===== config.mk =====
export PLATFORM = sky130hd
export DESIGN_NAME = alu_acc_unit
export DESIGN_NICKNAME = d
export VERILOG_FILES = /design/src/rtl/alu_acc_unit_pkg.sv /design/src/rtl/alu_acc_unit_addsub.sv /design/src/rtl/alu_acc_unit.sv
export SDC_FILE = /design/constraint.sdc
export NUM_CORES = 1
export LEC_CHECK = 0
export BUFFER_PORTS_ARGS = -buffer_cell sky130_fd_sc_hd__buf_2
export CAP_MARGIN = 25
export CORE_MARGIN = 2
export CORE_UTILIZATION = 35
export DETAILED_ROUTE_END_ITERATION = 6
export SYNTH_ARGS = -nofsm -noshare
export SYNTH_HDL_FRONTEND = slang
export SYNTH_SLANG_ARGS = --single-unit

===== constraint.sdc =====
create_clock -name clk -period 6.7 [get_ports clk]
set_clock_uncertainty 0.05 [all_clocks]
set_input_delay 1.005 -clock clk [delete_from_list [all_inputs] [get_ports clk]]
set_output_delay 1.005 -clock clk [all_outputs]
set_load 0.01 [all_outputs]

===== src/rtl/alu_acc_unit_pkg.sv =====
// alu_acc_unit_pkg: control-line indices, PSW bit positions and state encoding for alu_acc_unit
package alu_acc_unit_pkg;
  localparam int MAX_CONTROL_LINES = 5;
  localparam int CTL_ACC_RBUS = 0;
  localparam int CTL_R0_RBUS = 1;
  localparam int CTL_ADD_OP = 2;
  localparam int CTL_SUB_OP = 3;
  localparam int CTL_ACC_ALU = 4;
  localparam int PSW_Z = 15;
  localparam int PSW_N = 14;
  localparam int PSW_C = 13;
  localparam int PSW_V = 12;
  localparam int PSW_RV = 11;
  localparam int PSW_FLT = 10;
  typedef enum logic {IDLE, HELD} state_t;
endpackage


===== src/rtl/alu_acc_unit_addsub.sv =====
// alu_addsub: combinational adder/subtractor; ALU_SATURATE_EN clamps signed overflow
module alu_addsub #(
  parameter int W = 16
) (
  input  logic [W-1:0] a,
  input  logic [W-1:0] b,
  input  logic         sub,
  output logic [W-1:0] sum,
  output logic         carry,
  output logic         overflow
);
  logic [W:0] raw;
  assign raw = sub ? {1'b0, a} - {1'b0, b} : {1'b0, a} + {1'b0, b};
  assign carry = raw[W];
  // operand signs agree (add) or differ (sub) and the result sign flipped
  assign overflow = (a[W-1] ^ b[W-1] ^ ~sub) & (raw[W-1] ^ a[W-1]);
`ifdef ALU_SATURATE_EN
  assign sum = overflow ? {a[W-1], {(W-1){~a[W-1]}}} : raw[W-1:0];
`else
  assign sum = raw[W-1:0];
`endif
endmodule


===== src/rtl/alu_acc_unit.sv =====
// alu_acc_unit: ACC/R0 execute stage with two-step ADD/SUB then ACC_ALU commit, PSW and sticky fault
// Optional ALU_SATURATE_EN: saturate the result on signed overflow.
module alu_acc_unit
  import alu_acc_unit_pkg::*;
#(
  parameter int DATA_WIDTH = 16
) (
  input  logic                        clk,
  input  logic                        reset,
  input  logic [0:MAX_CONTROL_LINES-1] control,
  input  logic [DATA_WIDTH-1:0]       rbus,
  output logic [DATA_WIDTH-1:0]       wbus,
  output logic [DATA_WIDTH-1:0]       r0,
  output logic [15:0]                 psw,
  output logic                        alu_fault
);
  logic [DATA_WIDTH-1:0] acc, result, sum;
  logic z, n, c, v, carry, overflow;
  state_t state;
  logic acc_rbus, r0_rbus, add_op, sub_op, acc_alu;
  assign acc_rbus = control[CTL_ACC_RBUS];
  assign r0_rbus = control[CTL_R0_RBUS];
  assign add_op = control[CTL_ADD_OP];
  assign sub_op = control[CTL_SUB_OP];
  assign acc_alu = control[CTL_ACC_ALU];
  alu_addsub #(.W(DATA_WIDTH)) u_addsub (
    .a(acc), .b(r0), .sub(sub_op), .sum(sum), .carry(carry), .overflow(overflow)
  );
  assign wbus = acc;
  always_comb begin
    psw = '0;
    psw[PSW_Z] = z;
    psw[PSW_N] = n;
    psw[PSW_C] = c;
    psw[PSW_V] = v;
    psw[PSW_RV] = state == HELD;
    psw[PSW_FLT] = alu_fault;
  end
  always_ff @(posedge clk or negedge reset) begin
    if (!reset) begin
      acc <= '0;
      r0 <= '0;
      result <= '0;
      {z, n, c, v} <= 4'b1000;
      alu_fault <= 1'b0;
      state <= IDLE;
    end else begin
      if (r0_rbus) r0 <= rbus;
      if ((add_op & sub_op) | (acc_rbus & acc_alu) | (acc_alu & state == IDLE)) alu_fault <= 1'b1;
      if (acc_rbus & ~acc_alu) begin
        acc <= rbus;
        {z, n, c, v} <= {rbus == '0, rbus[DATA_WIDTH-1], 2'b00};
      end
      // a valid op outranks a same-cycle commit; the op sees pre-edge ACC/R0
      if (add_op ^ sub_op) begin
        result <= sum;
        {z, n, c, v} <= {sum == '0, sum[DATA_WIDTH-1], carry, overflow};
        state <= HELD;
      end else if (acc_alu & ~acc_rbus & state == HELD) begin
        acc <= result;
        state <= IDLE;
      end
    end
  end
endmodule


==> flow_results.xml <==
<?xml version="1.0" encoding="UTF-8"?>
<metrics>
  <group name="timing">
    <metric name="hold_slack" unit="ns">0.439</metric>
    <metric name="worst_slew_pin_slew" unit="ns">0.771</metric>
    <metric name="rsz0062_at_grt" unit="">no</metric>
    <metric name="hold_viol_final" unit="">0</metric>
    <metric name="final_critical_period" unit="ns">3.85</metric>
    <metric name="fmaxAchievable" unit="MHz">260</metric>
    <metric name="max-slew-margin-rel" unit="">0.486</metric>
    <metric name="finalWorstSetupSlack" unit="ns">2.85</metric>
    <metric name="final.setup.tns" unit="ns">0</metric>
    <metric name="report.final.slew_viol_count" unit="">0</metric>
    <metric name="setup_violators_final" unit="">0</metric>
    <metric name="post-route-period-util" unit="">0.575</metric>
  </group>
  <group name="global_routing">
    <metric name="global_route.usage.met1" unit="">0.229</metric>
    <metric name="use_met3" unit="">0.0313</metric>
    <metric name="gr-total-overflow" unit="">0</metric>
    <metric name="first_global_vias" unit="">2999</metric>
    <metric name="grt_usage" unit="">0.175</metric>
    <metric name="grt_start_max_net_pins" unit="">55</metric>
    <metric name="gr-max-usage-layer" unit="">met2</metric>
    <metric name="grt_first_pass_wirelength" unit="microns">15400</metric>
    <metric name="grt.met2_usage" unit="">0.296</metric>
    <metric name="number_of_antenna_violations_at_the_first_check_in_global_routing" unit="">0</metric>
  </group>
  <group name="critical_path">
    <metric name="timing.critical_path.max_delay_family" unit="">simple AND/OR/NAND/NOR gates</metric>
    <metric name="critical-path-slowest-cell" unit="">dfrtp_1</metric>
    <metric name="critical_path_arrival" unit="ns">4.05</metric>
    <metric name="reg2reg_setup_slack" unit="ns">2.85</metric>
    <metric name="worstPathCellList" unit="">nor2_1 -&gt; nor4b_1 -&gt; nor2b_1 -&gt; nand2_1 -&gt; nor2_1 -&gt; a21oi_1 -&gt; xnor2_1 -&gt; ha_1 -&gt; and3_1 -&gt; a2111oi_0 -&gt; a211oi_1 -&gt; o311ai_4 -&gt; nor4_1 -&gt; a21o_1</metric>
    <metric name="end_kind" unit="">flip-flop</metric>
    <metric name="timing.reg2reg.worst_path_depth" unit="">14</metric>
    <metric name="critical_path.reg2reg.startpoint" unit="">r0[2]</metric>
    <metric name="critical_path_peak_fanout" unit="">8</metric>
    <metric name="crit_type" unit="">reg2reg</metric>
    <metric name="critPathMaxStageDelay" unit="ns">0.45</metric>
    <metric name="crit_top_cell" unit="">nor2_1</metric>
    <metric name="critical_path_required" unit="ns">6.90</metric>
    <metric name="r2r-end" unit="">z</metric>
    <metric name="worstSetupStartpointType" unit="">flip-flop</metric>
    <metric name="critPathBufInv" unit="">0</metric>
    <metric name="timing.critical_path.depth" unit="">14</metric>
  </group>
  <group name="synth">
    <metric name="syn-instance-count" unit="">374</metric>
    <metric name="synth_edf_count" unit="">0</metric>
    <metric name="synthFlopType" unit="">dfrtp_1</metric>
    <metric name="ys_seq_elements" unit="">54</metric>
    <metric name="yosysSeqAreaShare" unit="">0.384</metric>
    <metric name="yosysWarnings" unit="">0</metric>
    <metric name="syn-mean-instance-area" unit="sq um">9.42</metric>
    <metric name="ys_async_sr_fraction" unit="">1.00</metric>
    <metric name="ys_types" unit="">54</metric>
    <metric name="post_synth_design_cell_area" unit="sq um">3520</metric>
  </group>
  <group name="floorplanning">
    <metric name="io_pins" unit="">72</metric>
    <metric name="std_cell_rows" unit="">36</metric>
    <metric name="initial_core_util" unit="">0.361</metric>
    <metric name="die_height" unit="microns">104</metric>
    <metric name="floorplan.die.width" unit="microns">104</metric>
    <metric name="die_area" unit="sq um">10900</metric>
    <metric name="core_region_area" unit="sq um">9770</metric>
  </group>
  <group name="clock_tree">
    <metric name="cts_setup_buffers" unit="">0</metric>
    <metric name="clock_insertion_delay_worst_skew" unit="ns">0.32</metric>
    <metric name="tritoncts" unit="">done</metric>
    <metric name="tritoncts_num_sinks" unit="">54</metric>
    <metric name="clk_transition_reported_paths" unit="ns">0.10</metric>
    <metric name="cts_made_buffers" unit="">5</metric>
    <metric name="deepest_level_of_the_cts_h_tree" unit="">2</metric>
    <metric name="ctsLongestPathBuffers" unit="">2</metric>
    <metric name="cts-resized-gates" unit="">0</metric>
    <metric name="post_cts_hold_buffer_count" unit="">0</metric>
    <metric name="cts_root_buf" unit="">clkbuf_8</metric>
  </group>
  <group name="final_layout">
    <metric name="final_net_count" unit="">468</metric>
    <metric name="layout_commonest_cell" unit="">buf_2</metric>
    <metric name="layout_common_cells" unit="">61 x buf_2, 53 x dfrtp_1, 38 x nand2_1, 28 x o21ai_0, 24 x a21oi_1</metric>
    <metric name="stdcell_area" unit="sq um">4010</metric>
    <metric name="final_layout_size_suffix_gt1_frac" unit="">0.230</metric>
    <metric name="area_delta_synth_final" unit="%">13.7</metric>
    <metric name="antenna-diode-count" unit="">0</metric>
  </group>
  <group name="pwr">
    <metric name="total_switching_power" unit="uW">532</metric>
    <metric name="power_frac_clock" unit="">0.171</metric>
    <metric name="intPower" unit="uW">820</metric>
    <metric name="static-leakage-power" unit="uW">0.00179</metric>
    <metric name="p_comb_frac" unit="">0.464</metric>
    <metric name="power.density" unit="nW/um^2">337</metric>
    <metric name="peakVddDrop" unit="mV">0.137</metric>
    <metric name="seq_power_share" unit="">0.365</metric>
    <metric name="switching_share" unit="">0.394</metric>
  </group>
  <group name="placed_design">
    <metric name="post-dp-hpwl" unit="microns">6900</metric>
    <metric name="port_buffers" unit="">61</metric>
    <metric name="placement.cell_area" unit="sq um">3890</metric>
    <metric name="place_worst_setup_slack" unit="ns">2.75</metric>
    <metric name="gp_congestion" unit="">0.880</metric>
  </group>
  <group name="hold_path">
    <metric name="hold_end" unit="">result[11]</metric>
    <metric name="hold_critical_path_depth" unit="">1</metric>
    <metric name="hold_path_startpoint" unit="">result[11]</metric>
    <metric name="worstHoldPathType" unit="">reg2reg</metric>
  </group>
  <group name="job">
    <metric name="max_cap_viol_count" unit="">0</metric>
  </group>
  <group name="route">
    <metric name="detail_route.wl_per_cell" unit="microns">16.4</metric>
    <metric name="post_drt_via_cell_ratio" unit="">5.19</metric>
    <metric name="detail-route-antenna-nets" unit="">0</metric>
    <metric name="drt_first_iter_violations" unit="">131</metric>
    <metric name="drc" unit="">0</metric>
    <metric name="first_pass_iters" unit="">4</metric>
    <metric name="vias" unit="">2904</metric>
    <metric name="wl" unit="microns">9190</metric>
  </group>
  <group name="outcome">
    <metric name="outcome" unit="">complete, no violations</metric>
  </group>
</metrics>
## worst reg2reg max path: stages, from the launching register on
cell and delay [ns]:
dfrtp_1 0.45, nor2_1 0.19, nor4b_1 0.36, nor2b_1 0.31
nand2_1 0.08, nor2_1 0.22, a21oi_1 0.13, xnor2_1 0.16
ha_1 0.41, and3_1 0.25, a2111oi_0 0.07, a211oi_1 0.43
o311ai_4 0.22, nor4_1 0.28, a21o_1 0.18
## power groups by stage
stage	clock network [uW]	logic, uW	registers (uW)
after detailed placement	0	623	501
after global placement	0	612	498
final	231	628	493
after global routing	251	695	507
after floorplan	0	462	494
after CTS	237	628	495
## layer usage
metal	up-vias	share of wire	wire length, microns
li1	1418	-	-
met5	-	0	0
met3	13	0.048	442
met1	1388	0.45	4180
met2	85	0.48	4430
met4	0	0.015	142
## flip-flops by register name (all words and copies together), names as in the netlist
signal / count
r0: 16
result: 16
wbus: 16
alu_fault: 1
c: 1
n: 1
state: 1
v: 1
z: 1
## synth_stat cells (6+ instances only)
cell / number / area share
clkbuf_1: 9 / 0.0096
a21o_1: 7 / 0.015
nor4_1: 8 / 0.014
mux2_2: 19 / 0.061
buf_4: 16 / 0.034
nand2_1: 38 / 0.040
inv_1: 15 / 0.016
nor2_1: 20 / 0.021
dfrtp_1: 53 / 0.38
ha_1: 18 / 0.064
xnor2_1: 21 / 0.052
mux2i_1: 16 / 0.045
o21ai_0: 28 / 0.040
nor3_1: 10 / 0.014
nor2b_1: 6 / 0.011
a21oi_1: 24 / 0.034
## final cells by class
type / instances / area, sq um
Fill cell: 993 / 5770
Multi-Input combinational cell: 286 / 1990
Sequential cell: 54 / 1350
Timing Repair Buffer: 64 / 328
Tap cell: 133 / 166
Clock buffer: 6 / 82.6
Inverter: 15 / 56.3
Clock inverter: 1 / 30.0
## logic make-up after synthesis
family          Yosys count  synth area share
buf+inv                  43            0.0632
mux                      35             0.106
simple gates            105             0.147
other cells               1           0.00106
compound gates           93             0.170
xor+xnor                 24            0.0596
fa+ha+maj                19            0.0696
flops                    54             0.384
## worst max path at each step
stage / start / endpoint / slack (ns)
after floorplan: control[3] / v / 2.80
after global placement: control[3] / v / 2.87
after detailed placement: control[3] / v / 2.75
after CTS: r0[2] / z / 2.93
after global routing: r0[2] / z / 2.56
final: r0[2] / z / 2.85
## metrics by stage
stage / util / total power, uW / instances
finish: 0.410 / 1350 / 559
global route: 0.410 / 1450 / 559
CTS: 0.410 / 1360 / 559
detailed placement: 0.398 / 1120 / 552
global placement: 0.398 / 1110 / 552
floorplan: - / 955 / 383
(Power assumes the default switching activity.)
